## config.mk

```make
export PLATFORM = sky130hd
export DESIGN_NAME = inst_fetch_queue
export DESIGN_NICKNAME = d
export VERILOG_FILES = /design/src/rtl/inst_fetch_queue.sv
export SDC_FILE = /design/constraint.sdc
export NUM_CORES = 1
export LEC_CHECK = 0
export BUFFER_PORTS_ARGS = -buffer_cell sky130_fd_sc_hd__buf_2
export CAP_MARGIN = 20
export CORE_MARGIN = 2
export CORE_UTILIZATION = 40
export CTS_BUF_LIST = sky130_fd_sc_hd__clkbuf_4
export DETAILED_ROUTE_END_ITERATION = 6
export PLACE_DENSITY = 0.7
export SYNTH_ARGS = -nofsm -noshare
export SYNTH_HDL_FRONTEND = slang
export SYNTH_SLANG_ARGS = --single-unit
```

## constraint.sdc

```tcl
create_clock -name clk -period 4.05 [get_ports clk]
set_clock_uncertainty 0.2 [all_clocks]
set_input_delay 0.2025 -clock clk [delete_from_list [all_inputs] [get_ports clk]]
set_output_delay 0.2025 -clock clk [all_outputs]
set_load 0.01 [all_outputs]
```

## src/rtl/inst_fetch_queue.sv

```systemverilog
// inst_fetch_queue
//   Instruction prefetch queue between the PC/ROM fetch stage and ID.
//   Buffers up to DEPTH {pc, inst} pairs so fetch keeps running while
//   decode stalls, back-pressures fetch via fetch_ready, and flushes on a
//   taken branch while optionally retaining the delay-slot instruction.
// Ports:
//   clk, rst                 clock, synchronous active-high reset
//   fetch_valid/pc/inst      incoming fetch beat
//   fetch_ready              queue can accept a beat (not full)
//   id_ready                 ID consumes the head entry this cycle
//   id_valid/pc/inst         head entry (pc/inst forced to 0 when empty)
//   flush                    taken branch in ID
//   count                    occupancy
module inst_fetch_queue #(
  parameter int unsigned DEPTH      = 4,
  parameter bit          DELAY_SLOT = 1'b1
) (
  input  logic                     clk,
  input  logic                     rst,
  input  logic                     fetch_valid,
  input  logic [31:0]              fetch_pc,
  input  logic [31:0]              fetch_inst,
  output logic                     fetch_ready,
  input  logic                     id_ready,
  output logic                     id_valid,
  output logic [31:0]              id_pc,
  output logic [31:0]              id_inst,
  input  logic                     flush,
  output logic [$clog2(DEPTH):0]   count
);

  localparam int unsigned AW = $clog2(DEPTH);
  localparam int unsigned CW = AW + 1;

  logic [63:0]   mem [DEPTH];
  logic [AW-1:0] rd_ptr;
  logic [AW-1:0] wr_ptr;
  logic [CW-1:0] cnt_q;
  logic [63:0]   head;
  logic          push;
  logic          pop;
  logic          wr_en;

  assign count       = cnt_q;
  assign fetch_ready = (cnt_q < CW'(DEPTH));
  assign id_valid    = (cnt_q != '0);
  assign head        = mem[rd_ptr];
  assign id_pc       = id_valid ? head[63:32] : '0;
  assign id_inst     = id_valid ? head[31:0]  : '0;

  assign push = fetch_valid & fetch_ready;
  assign pop  = id_valid & id_ready & ~flush;

  // During a flush the incoming beat is only kept when the queue is empty
  // and it is itself the delay-slot instruction.
  assign wr_en = push & ~rst & (~flush | (DELAY_SLOT && (cnt_q == '0)));

  // Storage carries no reset; occupancy and pointers define validity.
  always_ff @(posedge clk) begin
    if (wr_en) begin
      mem[wr_ptr] <= {fetch_pc, fetch_inst};
    end
  end

  always_ff @(posedge clk) begin
    if (rst) begin
      rd_ptr <= '0;
      wr_ptr <= '0;
      cnt_q  <= '0;
    end else if (flush) begin
      if (DELAY_SLOT) begin
        if (id_valid) begin
          // Keep the head only: it is the delay slot.
          wr_ptr <= rd_ptr + AW'(1);
          cnt_q  <= CW'(1);
        end else if (push) begin
          wr_ptr <= wr_ptr + AW'(1);
          cnt_q  <= CW'(1);
        end
      end else begin
        wr_ptr <= rd_ptr;
        cnt_q  <= '0;
      end
    end else begin
      if (push) begin
        wr_ptr <= wr_ptr + AW'(1);
      end
      if (pop) begin
        rd_ptr <= rd_ptr + AW'(1);
      end
      case ({push, pop})
        2'b10:   cnt_q <= cnt_q + CW'(1);
        2'b01:   cnt_q <= cnt_q - CW'(1);
        default: cnt_q <= cnt_q;
      endcase
    end
  end

endmodule
```

==> qor.yml <==
status: "finished clean"
yosysWarnings: 0
post-route-drc-count: 0
ys_seq_area_share_pct: 76.4
hold_class: "in2reg"
initial_core_util_pct: 40.8
finalSetupTns_ns: 0
crit_fanout: 6
hold_viol: 0
ant_nets: 0
clockBufferDepth: 3
worstMarginPinSlew_ns: 1.00
num_vias: 5394
min_period_ns: 3.22
top_layer_used: "met4"
fp.dieArea_um2: 27100
post_cts_buffers: 0
met1_length_um: 8140
rsz0062_at_grt: "false"
slew_headroom_pct: 33.2
cts_hold_buf: 71
cts_tree: "done"
syn-instance-count: 470
dr_wl_met3_um: 1570
gp_congestion: 0.727
synth_area_leaders: "edfxtp_1, mux4_2, and2_1"
period_share_pct: 79.5
drt_iter0_drc: 293
cts_root_buffer: "clkbuf_4"
yosysMostFrequentCell: "edfxtp_1"
grt_overflow: 0
finalWirelength_um: 19900
netlist.area_leader.share_pct: 74.6
setup_violations: 0
grt_usage_pct: 15.2
final_core_utilization_pct: 50.6
cts_max_level: 3
yosys-top-cells-count: "edfxtp_1, and2_1, mux4_2"
cts_resized: 0
slew_viol_final: 0
fmax_mhz: 311
vdd_drop_max_v: 0.000175
max_cap_violations: 0
design.core.area_um2: 25300
cts_sinks: 265
ys_seq_elements: 265
cts_made_buffers: 66
worstPathArrival_ns: 3.56
powerDensity_nw_per_um2: 457
drive_gt1_share_pct: 41.7
ios: 138
power_leakage_uw: 0.00447
portBuffers: 137
dpl.hpwl_um: 11700
nets: 798
async_reset_ff_share_pct: 0
synth.avg_cell_area_um2: 21.9
critical_path_class: "reg2reg"
antenna_found_initial: 4
row_count: 58
synth_area_um2: 10300
grt_max_degree: 73
die_x_um: 164
clock_latency_ns: 0.62
grt_pass1_vias: 5819
synth_nets: 544
dr.pass1.iters: 4
cp-start-kind: "register"
met2_length_um: 9910
synth_ff_type: "edfxtp_1"
yosysTopAreaCell: "edfxtp_1"
grt_first_pass_wirelength_um: 30800
wire_per_inst_um: 18.1
cp-end-kind: "register"
nFillCells: 2098
synth_edf_count: 256
required_ns: 4.40
die_y_um: 164
clk_transition_reported_paths_ns: 0.07
synthDistinctLibCells: 37
viasPerCell: 4.89
area_delta_synth_final_pct: 23.9
registers in the layout (all words and copies together), names as in the netlist, named ones only:
signal and count:
count 3, mem 256, rd_ptr 2, wr_ptr 2
placed cells by master (no fill, tap or decap), drive strengths merged:
cell type / instances
a21oi: 3
a2bb2oi: 1
nand2: 2
fa: 1
xnor2: 2
nor4b: 1
a31o: 1
nand3: 2
edfxtp: 256
nand4b: 1
dlygate4sd3: 71
o32a: 1
or2: 1
nor2: 5
diode: 4
o21ai: 1
clkinv: 10
ha: 4
clkbuf: 101
a311oi: 1
or3: 1
mux4: 64
inv: 6
and3: 2
nor4: 2
nand2b: 1
and2: 68
a211oi: 5
o32ai: 1
dfxtp: 9
and2b: 2
buf: 140
nor3: 1
xor2: 2
worst paths after layout:
| kind | startpoint | end | slack [ns] | depth (start not counted) |
|---|---|---|---|---|
| hold / removal | fetch_pc[21] | mem[1][53] | 0.12 | 2 |
| setup reg to reg | count[0] | count[1] | 0.83 | 8 |
| setup / recovery | count[0] | count[1] | 0.83 | 8 |
| hold reg to reg | rd_ptr[0] | wr_ptr[0] | 0.36 | 1 |
kinds of logic after synthesis:
group	Yosys count	share of synthesized area (%)
fa+ha+maj	5	0.680
mux	64	14.0
xor+xnor	4	0.340
flops	265	76.4
simple gates	89	5.37
compound gates	14	1.18
buf+inv	29	2.08
report_power, final:
group          internal (µW)  switching (µW)
clock network           1130             970
registers               3110            42.9
logic                    286             299
total                   4530            1310
cell type report:
type                    count  area (µm²)  share of cell area (%)
inverters                   4        15.0                   0.118
clock inverters            12        47.5                   0.372
flip-flops and latches    265        7880                    61.7
clock buffers             101         758                    5.94
multi-input cells         176        2230                    17.5
well taps                 330         413                    3.23
repair buffers            211        1420                    11.1
diodes                      4        10.0                  0.0784
metal layers:
metal,global-route usage [%],vias to the layer above
li1,-,2469
met1,18.8,2701
met5,0,-
met3,4.92,35
met2,25.4,189
met4,5.18,0
metrics by stage:
| stage | cell area [µm²] | worst slack (ns) | hold slack (ns) | cells | total power [µW] |
|---|---|---|---|---|---|
| 5_1_grt | 12800 | 0.655 | 0.0758 | 1102 | 6130 |
| 4_1_cts | 12800 | 0.789 | 0.0752 | 1099 | 5920 |
| 3_3_place_gp | 11200 | 1.43 | 0.215 | 915 | 3730 |
| 3_5_place_dp | 11200 | 1.36 | 0.221 | 915 | 3750 |
| 6_report | 12800 | 0.832 | 0.122 | 1103 | 5840 |
| 2_1_floorplan | 10300 | 0.821 | 0.101 | 470 | 3540 |
critical path, cell delays in order, from the launching register on:
cell and delay (ns):
dfxtp_1 0.38, or3_2 0.55, nand2_2 0.11, nor2_1 0.06
fa_1 0.49, nand4b_1 0.09, dlygate4sd3_1 0.57, a21oi_1 0.14
dlygate4sd3_1 0.56
(Power assumes the default switching activity.)
